--- config.mk ---
export PLATFORM = sky130hd
export DESIGN_NAME = uart_tx_arbiter
export DESIGN_NICKNAME = d
export VERILOG_FILES = /design/src/rtl/uart_arb_pkg.sv /design/src/rtl/uart_tx_arbiter_rr_select.sv /design/src/rtl/uart_tx_arbiter.sv
export SDC_FILE = /design/constraint.sdc
export NUM_CORES = 1
export LEC_CHECK = 0
export ABC_CLOCK_PERIOD_IN_PS = 2500
export CELL_PAD_IN_SITES_DETAIL_PLACEMENT = 2
export CELL_PAD_IN_SITES_GLOBAL_PLACEMENT = 2
export CORE_MARGIN = 3
export CORE_UTILIZATION = 23
export DETAILED_ROUTE_END_ITERATION = 10
export GPL_TIMING_DRIVEN = 0
export PLACE_DENSITY = 0.86
export REMOVE_ABC_BUFFERS = 1
export SYNTH_ARGS = -nofsm -noshare
export SYNTH_HDL_FRONTEND = slang
export SYNTH_SLANG_ARGS = --single-unit
--- constraint.sdc ---
create_clock -name clk -period 2.5 [get_ports clk]
set_input_delay 0.5 -clock clk [delete_from_list [all_inputs] [get_ports clk]]
set_output_delay 0.5 -clock clk [all_outputs]
set_load 0.02 [all_outputs]
--- src/rtl/uart_arb_pkg.sv ---
// Shared types and default sizing for the UART transmit-port arbiter.
package uart_arb_pkg;

  typedef enum logic {
    IDLE = 1'b0,
    OWN  = 1'b1
  } arb_state_e;

  localparam int N_REQ_DEF     = 4;
  localparam int DW_DEF        = 8;
  localparam int MAX_BURST_DEF = 16;

endpackage

--- src/rtl/uart_tx_arbiter_rr_select.sv ---
// Combinational rotating-priority picker: first asserted req at or after ptr, wrapping.
module rr_select
  import uart_arb_pkg::*;
#(
  parameter int N_REQ = N_REQ_DEF,
  parameter int IW    = $clog2(N_REQ)
) (
  input  logic [N_REQ-1:0] req,
  input  logic [IW-1:0]    ptr,
  output logic [N_REQ-1:0] pick,
  output logic [IW-1:0]    index,
  output logic             any
);

  int cand;

  always_comb begin
    pick  = '0;
    index = '0;
    any   = 1'b0;
    cand  = 0;
    for (int o = 0; o < N_REQ; o++) begin
      cand = int'(ptr) + o;
      if (cand >= N_REQ) cand = cand - N_REQ;
      if (!any && req[cand]) begin
        any         = 1'b1;
        index       = IW'(cand);
        pick[cand]  = 1'b1;
      end
    end
  end

endmodule

--- src/rtl/uart_tx_arbiter.sv ---
// Round-robin arbiter sharing the UART transmit FIFO write port among N_REQ byte producers,
// with optional locked bursts capped at MAX_BURST bytes per grant.
module uart_tx_arbiter
  import uart_arb_pkg::*;
#(
  parameter int N_REQ     = N_REQ_DEF,
  parameter int DW        = DW_DEF,
  parameter int MAX_BURST = MAX_BURST_DEF
) (
  input  logic                clk,
  input  logic                reset,
  input  logic [N_REQ-1:0]    req,
  input  logic [N_REQ-1:0]    lock,
  input  logic [N_REQ*DW-1:0] data,
  output logic [N_REQ-1:0]    ack,
  output logic [N_REQ-1:0]    grant,
  input  logic                tx_full,
  output logic                wr_uart,
  output logic [DW-1:0]       w_data,
  output logic                busy
);

  localparam int IW = $clog2(N_REQ);
  localparam int CW = $clog2(MAX_BURST + 1);

  arb_state_e       state_q, state_d;
  logic [IW-1:0]    owner_q, owner_d;
  logic [IW-1:0]    ptr_q, ptr_d;
  logic [CW-1:0]    cnt_q, cnt_d;
  logic [N_REQ-1:0] grant_q, grant_d;

  logic [N_REQ-1:0] pick;
  logic [IW-1:0]    pick_idx;
  logic             pick_any;
  logic             rel;

  rr_select #(
    .N_REQ (N_REQ),
    .IW    (IW)
  ) u_rr_select (
    .req   (req),
    .ptr   (ptr_q),
    .pick  (pick),
    .index (pick_idx),
    .any   (pick_any)
  );

  always_comb begin
    state_d = state_q;
    owner_d = owner_q;
    ptr_d   = ptr_q;
    cnt_d   = cnt_q;
    grant_d = grant_q;
    wr_uart = 1'b0;
    ack     = '0;
    rel     = 1'b0;
    w_data  = data[int'(owner_q)*DW +: DW];

    unique case (state_q)
      IDLE: begin
        if (pick_any) begin
          state_d = OWN;
          owner_d = pick_idx;
          grant_d = pick;
          cnt_d   = '0;
        end
      end
      OWN: begin
        wr_uart       = req[owner_q] & ~tx_full;
        ack[owner_q]  = wr_uart;
        // Back-pressure simply stalls: grant and count stay put until the FIFO drains.
        if (!req[owner_q]) begin
          rel = 1'b1;
        end else if (wr_uart) begin
          if (!lock[owner_q] || (cnt_q + CW'(1)) == CW'(MAX_BURST)) rel = 1'b1;
          else cnt_d = cnt_q + CW'(1);
        end
        if (rel) begin
          state_d = IDLE;
          grant_d = '0;
          cnt_d   = '0;
          ptr_d   = (owner_q == IW'(N_REQ - 1)) ? '0 : owner_q + IW'(1);
        end
      end
      default: state_d = IDLE;
    endcase
  end

  always_ff @(posedge clk or posedge reset) begin
    if (reset) begin
      state_q <= IDLE;
      owner_q <= '0;
      ptr_q   <= '0;
      cnt_q   <= '0;
      grant_q <= '0;
    end else begin
      state_q <= state_d;
      owner_q <= owner_d;
      ptr_q   <= ptr_d;
      cnt_q   <= cnt_d;
      grant_q <= grant_d;
    end
  end

  assign grant = grant_q;
  assign busy  = (state_q == OWN);

endmodule

== Word-level counts from Yosys, hierarchy flattened ==
Index checks and enable logic that the tools add are counted.

* Memories: 0
* Input port bits: 43
* Logic and storage cells: 121
* Bits in writable memories: 0
* Register bits after elaboration: 14
* Bits in latches: 0
* Output and inout bits: 18
* Bits in read-only memories: 0

* $mul: 0
* Equal/unequal tests: 7
* Muxes and demuxes: 61
* Reduce and logical (&&, ||, !) cells: 17
* Magnitude comparators: 14
* Shift operators: 1
* Div/mod/pow operators: 0
* Bitwise logic cells: 7
* Add/subtract/negate cells: 9

{| class="wikitable"
|+ Operators by type and width
! operator !! number
|-
| 32-bit by 1-bit greater-or-equal comparator with 1-bit output (second input constant) || 4
|-
| 32-bit by 4-bit < comparator with 1-bit output (second input constant) || 4
|-
| 32-bit 2-to-1 mux || 4
|-
| 32-bit by 4-bit greater-or-equal comparator with 1-bit output (second input constant) || 3
|-
| 32-bit by 4-bit subtractor with 32-bit output (second input constant) || 3
|-
| 32-bit by 6-bit indexed part select with 8-bit output || 1
|-
| 4-bit 2-to-1 mux || 7
|-
| 1-bit 2-to-1 mux || 26
|-
| 5-bit 2-to-1 mux || 5
|-
| 1-bit binary-select mux with 2-bit select || 6
|-
| 4-bit bitwise OR || 3
|-
| 1-bit demux with 2-bit select || 5
|-
| 2-bit 2-to-1 mux || 5
|-
| 5-bit one-hot mux with 2 select lines || 1
|-
| 1-bit logical AND || 8
|-
| 4-bit one-hot mux with 2 select lines || 1
|-
| 2-bit by 2-bit adder with 3-bit output (second input constant) || 2
|-
| 3-bit by 1-bit != test with 1-bit output (second input constant) || 2
|-
| 2-bit AND reduction || 3
|-
| 5-bit by 1-bit adder with 5-bit output (second input constant) || 1
|-
| 5-bit equality test (second input constant) || 1
|-
| 4-bit AND || 1
|-
| 1-bit logical NOT || 4
|-
| 4-bit AND reduction || 1
|-
| 14 further kinds || 15
|}

== Logic depth before layout (Yosys ltp) ==
* Depth in word-level cells: 17
* Gate-level depth with buffers: 9
* Depth with buffers taken out: 7

== Modules after synthesis ==
A second synthesis with hierarchy kept.

* Cells, all modules: 145
* Area total of the unflattened synthesis: 1546.5 sq um

{| class="wikitable"
|+ By module, submodules not included
! module !! cells each !! seq. area each (sq um) !! area an instance (sq um) !! instances
|-
| uart_tx_arbiter || 97 || 350.3 || 1086.0 || 1
|-
| rr_select || 48 || 0.0 || 460.4 || 1
|}

== Worst setup path after synthesis ==
No wires, ideal clock.

* Path kind: register to register
* Start: register ptr_q[0]
* End: register grant_q[0], in the netlist grant[0]
* Arrival time: 2257 ps
* Path buffers: 2
* Setup time: 126 ps
* Clock period less this slack: 2382 ps
* Setup slack: 118 ps
* Data required time: 2374 ps
* Stages on the path, launching flop included: 9
* Path through: dfrtp_1 -> buf_2 -> inv_1 -> ha_1 -> buf_2 -> mux4_1 -> a21oi_1 -> a21oi_1 -> a221o_1

* Longest elaborated chain between the ends: 17
* Elaborated cells between the ends (all ways): 68
* Classes of those cells: 7 x add/sub; 12 x order compare; 1 x eq/ne; 34 x mux; 3 x bitwise; 11 x reduce/logical

{| class="wikitable"
|+ RTL lines
! what !! RTL line !! source
|-
| from (decl) || uart_tx_arbiter.sv:28 || <nowiki>logic [IW-1:0] ptr_q, ptr_d;</nowiki>
|-
| from (signal assigned) || uart_tx_arbiter.sv:99 || <nowiki>ptr_q <= ptr_d;</nowiki>
|-
| branches (longest 17 deep; another with 32-bit by 4-bit subtractor with 32-bit output) || - ||
|-
| to (signal assigned) || uart_tx_arbiter.sv:101 || <nowiki>grant_q <= grant_d;</nowiki>
|-
| to (decl) || uart_tx_arbiter.sv:30 || <nowiki>logic [N_REQ-1:0] grant_q, grant_d;</nowiki>
|}

Several ways; the timed one is not identified. The select of a mux whose other input is x is not followed.
A chain may end at the register's enable or synchronous reset.

== Worst setup path in the final report ==
* Start: input req[3]
* End: output ack[0]

* Longest elaborated chain between the ends: 5

{| class="wikitable"
|+ RTL lines
! what !! RTL line !! source
|-
| from (decl) || uart_tx_arbiter.sv:12 || <nowiki>input logic [N_REQ-1:0] req,</nowiki>
|-
| 1-bit binary-select mux with 2-bit select || uart_tx_arbiter.sv:69 || <nowiki>wr_uart = req[owner_q] & ~tx_full;</nowiki>
|-
| 1-bit 2-to-1 mux (implied by the code) || uart_tx_arbiter.sv:69 ||
|-
| 1-bit AND || uart_tx_arbiter.sv:69 ||
|-
| 4-bit AND (no source line) || - ||
|-
| 4-bit 2-to-1 mux || uart_tx_arbiter.sv:59 || <nowiki>unique case (state_q)</nowiki>
|-
| to (decl) || uart_tx_arbiter.sv:15 || <nowiki>output logic [N_REQ-1:0] ack,</nowiki>
|}

Every way passes these cells. The select of a mux whose other input is x is not followed.

==> impl_results.md <==
- Logic pwr share: 72.1%
- Slew at the pin closest to its max-slew limit: 557 ps
- Largest net degree at the start of global routing: 16
- Layout Cells excl Fill: 287
- Initial antenna violation count: 0
- Clock root buffer: clkbuf_8
- WP buf/inv: 2
- Chip height: approximately 87 um
- Endpoints failing setup: 0
- Flip-flop and latch area: about 360 um2
- Tot Pwr: 2.22 mW
- #FFs+latches synth: 14
- RSZ-0062 raised after global routing: false
- Max Cap Viol: 0
- Initial Util: 24.5%
- Vias: 1518
- Setup TNS: 0 ps
- Vias in the first global route: 1688
- Outcome: finished, final reports clean
- Area grow syn2layout: 48.2%
- Final ANT Viol Nets: 0
- Switching Power: ~1.0 mW
- FMAX: 0.414 GHz
- Multi-input gate area: 1070 um2
- Core box area: 6100 um2
- Setup slack, reg-to-reg: 190 ps
- Final slew viol count: 0
- CTS tree: yes
- Critical Path, Cell by Cell: clkdlybuf4s15_2 -> mux4_2 -> and3_2 -> dlygate4sd2_1
- Worst EP required: 2000 ps
- Area after DPL: 2140 um2
- Final min period: 2420 ps
- Crit path max-delay family: buffers and inverters
- Sw Share: 46.4%
- Width of the die: 86.7 um
- Port Buffer Count: 60
- LEAKAGE: just under 1 nW
- EDFF count, synth: 0
- Worst Hold Path Cells: 1
- Top Ports: slightly above 60
- Pre-antenna DRT Iters: 4
- Syn. warnings: 0
- Worst slack, placed: -543 ps
- Worst hold-check path type: flop to flop
- Setup crit end kind: output port
- R2R Path Start: ptr_q[1]$_DFFE_PP0P_
- Synthesized area per cell: 9.72 um2
- Fin crit share: between 90% and 100%
- Number of CTS-inserted buffers: 3
- Worst VDD drop: 0.394 mV
- First-pass GRT wire length: 8730 um
- Die Area: about 7500 um2
- Overall Global Routing Usage: between 10% and 20%
- Worst reg2reg path depth: 6
- Post-DR wirelength/cell: 18.9 um
- Register area share after synthesis: 23.4%
- PnR worst setup slack: roughly 84 ps
- WHS: 535 ps
- Worst-skew pair later-pin latency: 250 ps
- Critical Path Fanout Max: 13
- Worst path arrival time: between 1500 and 2000 ps
- Clk_skew: 3.30 ps
- Design area: 2220 um2
- Final wirelength: 5430 um
- DRC: 0
- Post-Syn Area: about 1500 um2
- Power Internal: 1.19 mW
- Clock transition at path regs: ~60 ps
- Worst hold path endpoint: grant[3]$_DFFE_PP0P_
- Layout cell share with drive strength beyond 1: 19.3%
- Final hold vios: 0
- Crit start category: input port
- Headroom to the max-slew limit: between 60 and 70%
- GPL Wtd Cong: 0.738
- Longest Clk Path Bufs: 2
- M3 GR Usage: 2.38%
- Yosys cell types: 41
- N_diodes: 0
- Hold path startpoint: grant[3]$_DFFE_PP0P_
- Grt met2 use: 25.6%
- Clock sink count: 14
- Avg Vias per Cell: 5.29
- Post-detail-place hpwl: about 4000 um
- Total grt overflow: 0
- CP max stage delay: 570 ps
- H-tree depth: 1
- Std cell rows: 28
- Starting DRT DRC Count: 49
- Most Crowded Layer GR: met2
- Clock network power share: 8.3%
- Critical R2R Capture: grant[3]$_DFFE_PP0P_
- Final Core Density: between 30 and 40%
- Cell count after synthesis: 154
- FILL cells: 688
- Met1 Track Usage GR: between 10% and 20%
- Sequential power share: 19.6%
- Cell count after placement: 281
- Critical path class: input port to output port
- Power density cells: 1000 nW/um2
- CP max-delay cell: mux4_2
- Final net count: 266
- Main synth FF type: dfrtp_1
- Share of synthesized flip-flops with an asynchronous set or reset: 100%
## state kept, by name, summed over array words and instances, names as in the netlist
signal   count
cnt_q        5
ptr_q        2
owner_q      2
busy         1
grant        4
## worst max-delay path by stage
stage / from / endpoint / slack, ps / cells after the start
2_1_floorplan: ptr_q[0]$_DFFE_PP0P_ / grant[0]$_DFFE_PP0P_ / 120 / 6
5_1_grt: req[3] / ack[0] / 10 / 4
4_1_cts: req[2] / ack[3] / 10 / 4
3_5_place_dp: req[3] / ack[3] / -540 / 4
6_report: req[3] / ack[0] / 80 / 4
3_3_place_gp: req[3] / ack[3] / -540 / 4
## layer usage
layer  wire length [um]  vias up
met1               2420      749
met5                  0        -
met4                 63        0
li1                   -      700
met2               2560       62
met3                387        7
## Yosys cell counts, drive strengths merged, types with 3 or more instances
cell type,number,area (um2)
nor2b,7,43.8
nor3,4,20.0
a21oi,12,60.1
nand3,3,15.0
o311ai,3,43.8
nor2,9,33.8
o211ai,6,58.8
buf,7,43.8
mux4,10,229
nand2,11,41.3
nand2b,3,18.8
inv,7,26.3
o21ai,10,53.8
mux2,4,45.0
dfrtp,14,350
a221o,4,40.0
mux2i,6,60.1
ha,9,113
and3,4,28.8
## power groups by stage
stage	registers [mW]	logic (mW)	clock network, mW
3_5_place_dp	0.509	1.50	0
5_1_grt	0.456	1.76	0.208
2_1_floorplan	0.484	0.953	0
6_report	0.436	1.60	0.186
3_3_place_gp	0.505	1.43	0
4_1_cts	0.438	1.63	0.188
## area by class of cell
class,instances,share of cell area [%]
Inverter,7,1.18
Sequential cell,14,16.1
Multi-Input combinational cell,125,48.4
Tap cell,75,4.23
Clock buffer,3,1.86
Timing Repair Buffer,63,28.2
## cell usage in the layout, fill, tap and decap left out, drive strengths merged, types with 3 or more instances in the layout
cell type,count
mux4,10
nor2b,7
o211ai,6
inv,7
nand2b,3
nand2,11
dlygate4sd2,6
ha,9
clkdlybuf4s50,42
mux2,4
dfrtp,14
and3,4
mux2i,6
clkbuf,6
o311ai,3
o21ai,10
nor2,9
buf,3
a221o,4
dlymetal6s2s,8
nand3,3
a21oi,12
nor3,4
## cell families (layout without fill, tap and decap cells)
| family | after synthesis | in the layout | synth area share, % |
|---|---|---|---|
| buf+inv | 15 | 73 | 4.93 |
| xor+xnor | 1 | 1 | 0.585 |
| flops | 14 | 14 | 23.4 |
| fa+ha+maj | 9 | 9 | 7.53 |
| simple gates | 48 | 48 | 17.7 |
| mux | 20 | 20 | 22.3 |
| compound gates | 47 | 47 | 23.5 |
## repair_timing
action,in CTS,in global routing
endpoints found under the setup margin,18,17
hold buffers,0,0
setup buffers,3,0
hold endpoints to repair,0,0
gates resized for setup,20,15
(Power assumes the default switching activity.)
